<file path="config.mk">
export PLATFORM = sky130hd
export DESIGN_NAME = bus_timer
export DESIGN_NICKNAME = d
export VERILOG_FILES = /design/src/rtl/bus_timer.sv
export SDC_FILE = /design/constraint.sdc
export NUM_CORES = 1
export LEC_CHECK = 0
export CORE_MARGIN = 3
export CORE_UTILIZATION = 53
export DETAILED_ROUTE_END_ITERATION = 7
export MAX_ROUTING_LAYER = met4
export PLACE_DENSITY = 0.91
export SYNTH_ARGS = -nofsm -noshare
export SYNTH_HDL_FRONTEND = slang
export SYNTH_SLANG_ARGS = --single-unit
</file>
<file path="constraint.sdc">
create_clock -name clk -period 3.1 [get_ports clk]
set_clock_uncertainty 0.15 [all_clocks]
set_input_delay 0.62 -clock clk [delete_from_list [all_inputs] [get_ports clk]]
set_output_delay 0.62 -clock clk [all_outputs]
set_load 0.05 [all_outputs]
</file>
<file path="src/rtl/bus_timer.sv">
// Memory-mapped down-counting timer (CTRL/PRESET/COUNT) raising IRQ when the count expires.
// Stores take effect at the clock edge; loads are combinational from Addr.
module bus_timer #(
  parameter int               WIDTH      = 32,
  parameter logic [WIDTH-1:0] PRESET_RST = '0
) (
  input  logic             clk,
  input  logic             reset,
  input  logic             Sel,
  input  logic [1:0]       Addr,
  input  logic             WE,
  input  logic [WIDTH-1:0] WD,
  output logic [WIDTH-1:0] RD,
  output logic             IRQ
);

  typedef enum logic [1:0] {S_IDLE, S_LOAD, S_CNT, S_INT} state_t;

  state_t           state, state_nxt;
  logic [3:0]       ctrl;
  logic [WIDTH-1:0] preset;
  logic [WIDTH-1:0] count;
  logic             irq_flag;
  logic             ctrl_wr, preset_wr, en_eff, auto_reload, expire;

  assign ctrl_wr     = Sel & WE & (Addr == 2'd0);
  assign preset_wr   = Sel & WE & (Addr == 2'd1);
  // A CTRL store landing during CNT is seen at the same edge, so EN=0 freezes COUNT at once.
  assign en_eff      = ctrl_wr ? WD[0] : ctrl[0];
  assign auto_reload = (ctrl[2:1] == 2'b01);
  // COUNT<=1 covers PRESET=0, which therefore never wraps to all-ones.
  assign expire      = (state == S_CNT) && en_eff && (count <= WIDTH'(1));

  always_comb begin
    state_nxt = state;
    case (state)
      S_IDLE:  if (ctrl[0]) state_nxt = S_LOAD;
      S_LOAD:  state_nxt = S_CNT;
      S_CNT: begin
        if (!en_eff)     state_nxt = S_IDLE;
        else if (expire) state_nxt = S_INT;
      end
      default: state_nxt = S_IDLE;
    endcase
  end

  always_ff @(posedge clk or negedge reset) begin
    if (!reset) begin
      state    <= S_IDLE;
      ctrl     <= '0;
      preset   <= PRESET_RST;
      count    <= '0;
      irq_flag <= 1'b0;
    end else begin
      state <= state_nxt;

      if (ctrl_wr)
        ctrl <= WD[3:0];
      else if (state == S_INT && !auto_reload)
        ctrl[0] <= 1'b0;

      if (preset_wr)
        preset <= WD;

      if (state == S_LOAD)
        count <= preset;
      else if (state == S_CNT && en_eff)
        count <= expire ? '0 : count - WIDTH'(1);

      // Flag is raised on the edge entering INT; a CTRL store always wins.
      if (ctrl_wr)
        irq_flag <= 1'b0;
      else if (expire)
        irq_flag <= 1'b1;
      else if (state == S_INT && auto_reload)
        irq_flag <= 1'b0;
    end
  end

  always_comb begin
    RD = '0;
    case (Addr)
      2'd0:    RD = {{(WIDTH-4){1'b0}}, ctrl};
      2'd1:    RD = preset;
      2'd2:    RD = count;
      default: RD = '0;
    endcase
  end

  assign IRQ = irq_flag & ctrl[3];

endmodule

</file>
==> flow_summary.yaml <==
placement:
  port-buffer-count: 70
  final_hpwl_dp_microns: 8457
  gp_congestion: 0.9565
min_path:
  worst_hold_path_type: "in2async"
synthesis:
  synth_seq_area_share_pct: 43.17
  netlist-cell-type-count: 62
  synth-edff-count: 0
  post_synth_instance_area_sq_mm: 0.004115
  synth_nets: 457
  average_cell_area_after_synthesis_sq_um: 9.869
  ys_async_sr_fraction_pct: 100.0
  post_synth_inst_count: 417
  postSynthRegisterBits: 71
  ys_warn_count: 0
  ys.flop_type: "sky130_fd_sc_hd__dfrtp_1"
clock_network:
  numCtsBuffers: 9
  clock_tree.root_cell: "sky130_fd_sc_hd__clkbuf_8"
  post_cts_resized: 0
  postCtsSetupBuffers: 0
  clock_latency_ps: 360
  ctsLongestPathBuffers: 2
  clk_transition_reported_paths_ps: 80
  hold_buffers: 0
  tritoncts: "yes"
  clock_tree.htree_level_count: 3
  cts.sink_count: 71
job:
  max-cap-violations: 0
timing:
  setup-tns-final_ps: 0
  layout_worst_path_cycle_share_pct: 95.63
  hold_viol: 0
  tightestPinTransition_ps: 1221
  finalWorstPathRequiredPeriod_ps: 2964
  timing.hold.ws_ps: 171.3
  maxSlewHeadroom_pct: 18.25
  timing.final.max_slew_violations: 0
  final-setup-viol-count: 0
  achievable-frequency_ghz: 0.3373
  grt_setup_unrepaired: "no"
cells_and_area:
  fraction_of_layout_cells_with_a_size_suffix_above_1_pct: 24.19
  fin_nets: 531
  mostFrequentLayoutCell: "sky130_fd_sc_hd__dfrtp_1"
  antenna-diode-count: 0
  flow.area_growth_from_synthesis_pct: 33.17
  final_cell_mix: "71 x sky130_fd_sc_hd__dfrtp_1, 42 x sky130_fd_sc_hd__nand2_1, 37 x sky130_fd_sc_hd__clkdlybuf4s50_1, 36 x sky130_fd_sc_hd__mux2_2, 34 x sky130_fd_sc_hd__buf_12"
critical_path:
  critical_path.cell_chain: "clkdlybuf4s50_1 -> buf_4 -> nor2b_2 -> buf_4 -> nand2_1 -> o21ai_0 -> buf_12"
  critical_path.max_fanout: 15
  crit_top_cell: "sky130_fd_sc_hd__buf_4"
  worst_setup_path_start_kind: "input pin"
  timing.setup.critical_path_class: "in2out"
  timing.critical_path.to_type: "primary output"
  cp.arrival_ps: 2190
  crit_path_top_delay_cell: "sky130_fd_sc_hd__clkdlybuf4s50_1"
  worst-endpoint-required_ps: 2330
  crit_family: "buffers and inverters"
  buffering_stage_count_on_the_worst_path_with_inverters_included: 4
  critical-path-max-stage-delay_ps: 490
floorplan:
  floorplan.die.height_microns: 94.12
  design.portCount: 71
  width_of_the_chip_microns: 94.12
  floorplan.die_area_sq_mm: 0.008858
  placeableCoreArea_sq_mm: 0.007408
  num_rows: 31
  start_util_pct: 55.55
power:
  share_clk_of_total_power_pct: 15.7
  max-vdd-ir-drop_v: 0.0003943
  share_comb_of_total_power_pct: 45.4
  power_per_cell_area_mw_per_mm2: 766.1
  static-leakage-power_nw: 2.203
  p_int_mw: 2.418
  power_frac_seq_pct: 39.0
  switching_power_mw: 1.781
  power.share.switching_pct: 42.41
run_status:
  status: "finished, final reports clean"
routing:
  drt_pre_antenna_iters: 5
  drc_errors: 0
  totalWireLength_microns: 11770
  route.antenna.remaining_nets: 0
  vias_per_cell: 6.435
  drt_first_iter_violations: 360
  vias: 3829
  post_drt_wl_per_cell_microns: 19.79
global_route:
  grt_pass1_wl_microns: 19240
  grt_remaining_overflow: 0
  pin_count_of_the_biggest_net_entering_global_routing: 41
  antenna_found_initial: 0
  first_global_vias: 3816
  grtUsageTotal_pct: 28.96
-- synth_stat cells, drive strengths merged (3+ instances only) --
cell type | number | area share [%]
o22ai | 6 | 0.91
nor2b | 3 | 0.46
a22o | 28 | 6.0
nand4 | 7 | 1.4
a221o | 3 | 0.73
mux2i | 5 | 1.2
buf | 13 | 1.9
nor4 | 10 | 2.3
or4 | 3 | 0.64
and3 | 6 | 0.91
nand2b | 4 | 0.61
nor2 | 17 | 1.6
or3 | 9 | 1.5
a22oi | 3 | 0.55
inv | 8 | 0.73
nand3b | 3 | 0.55
a21oi | 26 | 3.2
nand3 | 15 | 1.8
mux2 | 36 | 9.9
nand2 | 43 | 4.0
dfrtp | 71 | 43
clkbuf | 16 | 1.5
nor3 | 14 | 1.8
o211ai | 16 | 2.9
o21ai | 20 | 2.4
-- layer usage --
layer	track usage [%]	share of wire [%]	vias up
met4	10.83	2.7	0
met3	5.609	7.3	40
li1	-	-	1732
met2	43.88	48	214
met5	-	0	-
met1	38.77	42	1843
-- registers in the layout (all words and copies together), names as in the netlist --
name,cells
count,32
ctrl,4
irq_flag,1
preset,32
state,2
-- path summary, 6_finish.rpt --
kind	start	to	slack [ps]	depth (start not counted)
max	Addr[0]	RD[2]	140	7
min	reset	preset[22]	170	1
max reg2reg	count[18]	count[22]	160	5
min reg2reg	preset[11]	count[11]	370	2
max in group asynchronous	reset	count[7]	1950	2
min in group clk	preset[11]	count[11]	370	2
-- area by class of cell --
class	count	area, sq um
Multi-Input combinational cell	309	2176
Fill cell	510	1928
Sequential cell	71	1777
Timing Repair Buffer	92	1206
Clock buffer	13	148.9
Tap cell	99	123.9
Inverter	8	30.03
Clock inverter	3	18.77
-- kinds of logic (layout without fill, tap and decap cells) --
group | Yosys count | in the layout | synth area share, %
flip-flops | 71 | 71 | 43.17
buffers and inverters | 37 | 116 | 4.135
multiplexers | 41 | 41 | 11.07
AO/OA/AOI/OAI | 119 | 119 | 20.46
AND/OR/NAND/NOR | 143 | 143 | 19.70
adder cells (fa/ha/maj) | 2 | 2 | 0.6080
XOR/XNOR | 4 | 4 | 0.8515
-- through the flow --
step,power (mW),util (%),setup WS (ps),instance area [sq um],instances
6_report,4.198,73.97,135.5,5480,595
5_1_grt,4.436,73.97,25.82,5480,595
2_1_floorplan,2.737,-,347.1,4115,417
4_1_cts,4.184,73.97,144.4,5480,595
3_5_place_dp,3.523,71.71,-14.70,5313,579
3_3_place_gp,3.444,71.71,126.6,5313,579
-- power groups by stage --
stage          clock network (mW)  registers, mW  logic (mW)
2_1_floorplan                   0           1.49        1.25
3_3_place_gp                    0           1.61        1.84
3_5_place_dp                    0           1.63        1.89
4_1_cts                     0.664           1.62        1.90
5_1_grt                     0.703           1.68        2.05
6_report                    0.658           1.64        1.90
Power figures use the tool's default switching activity.
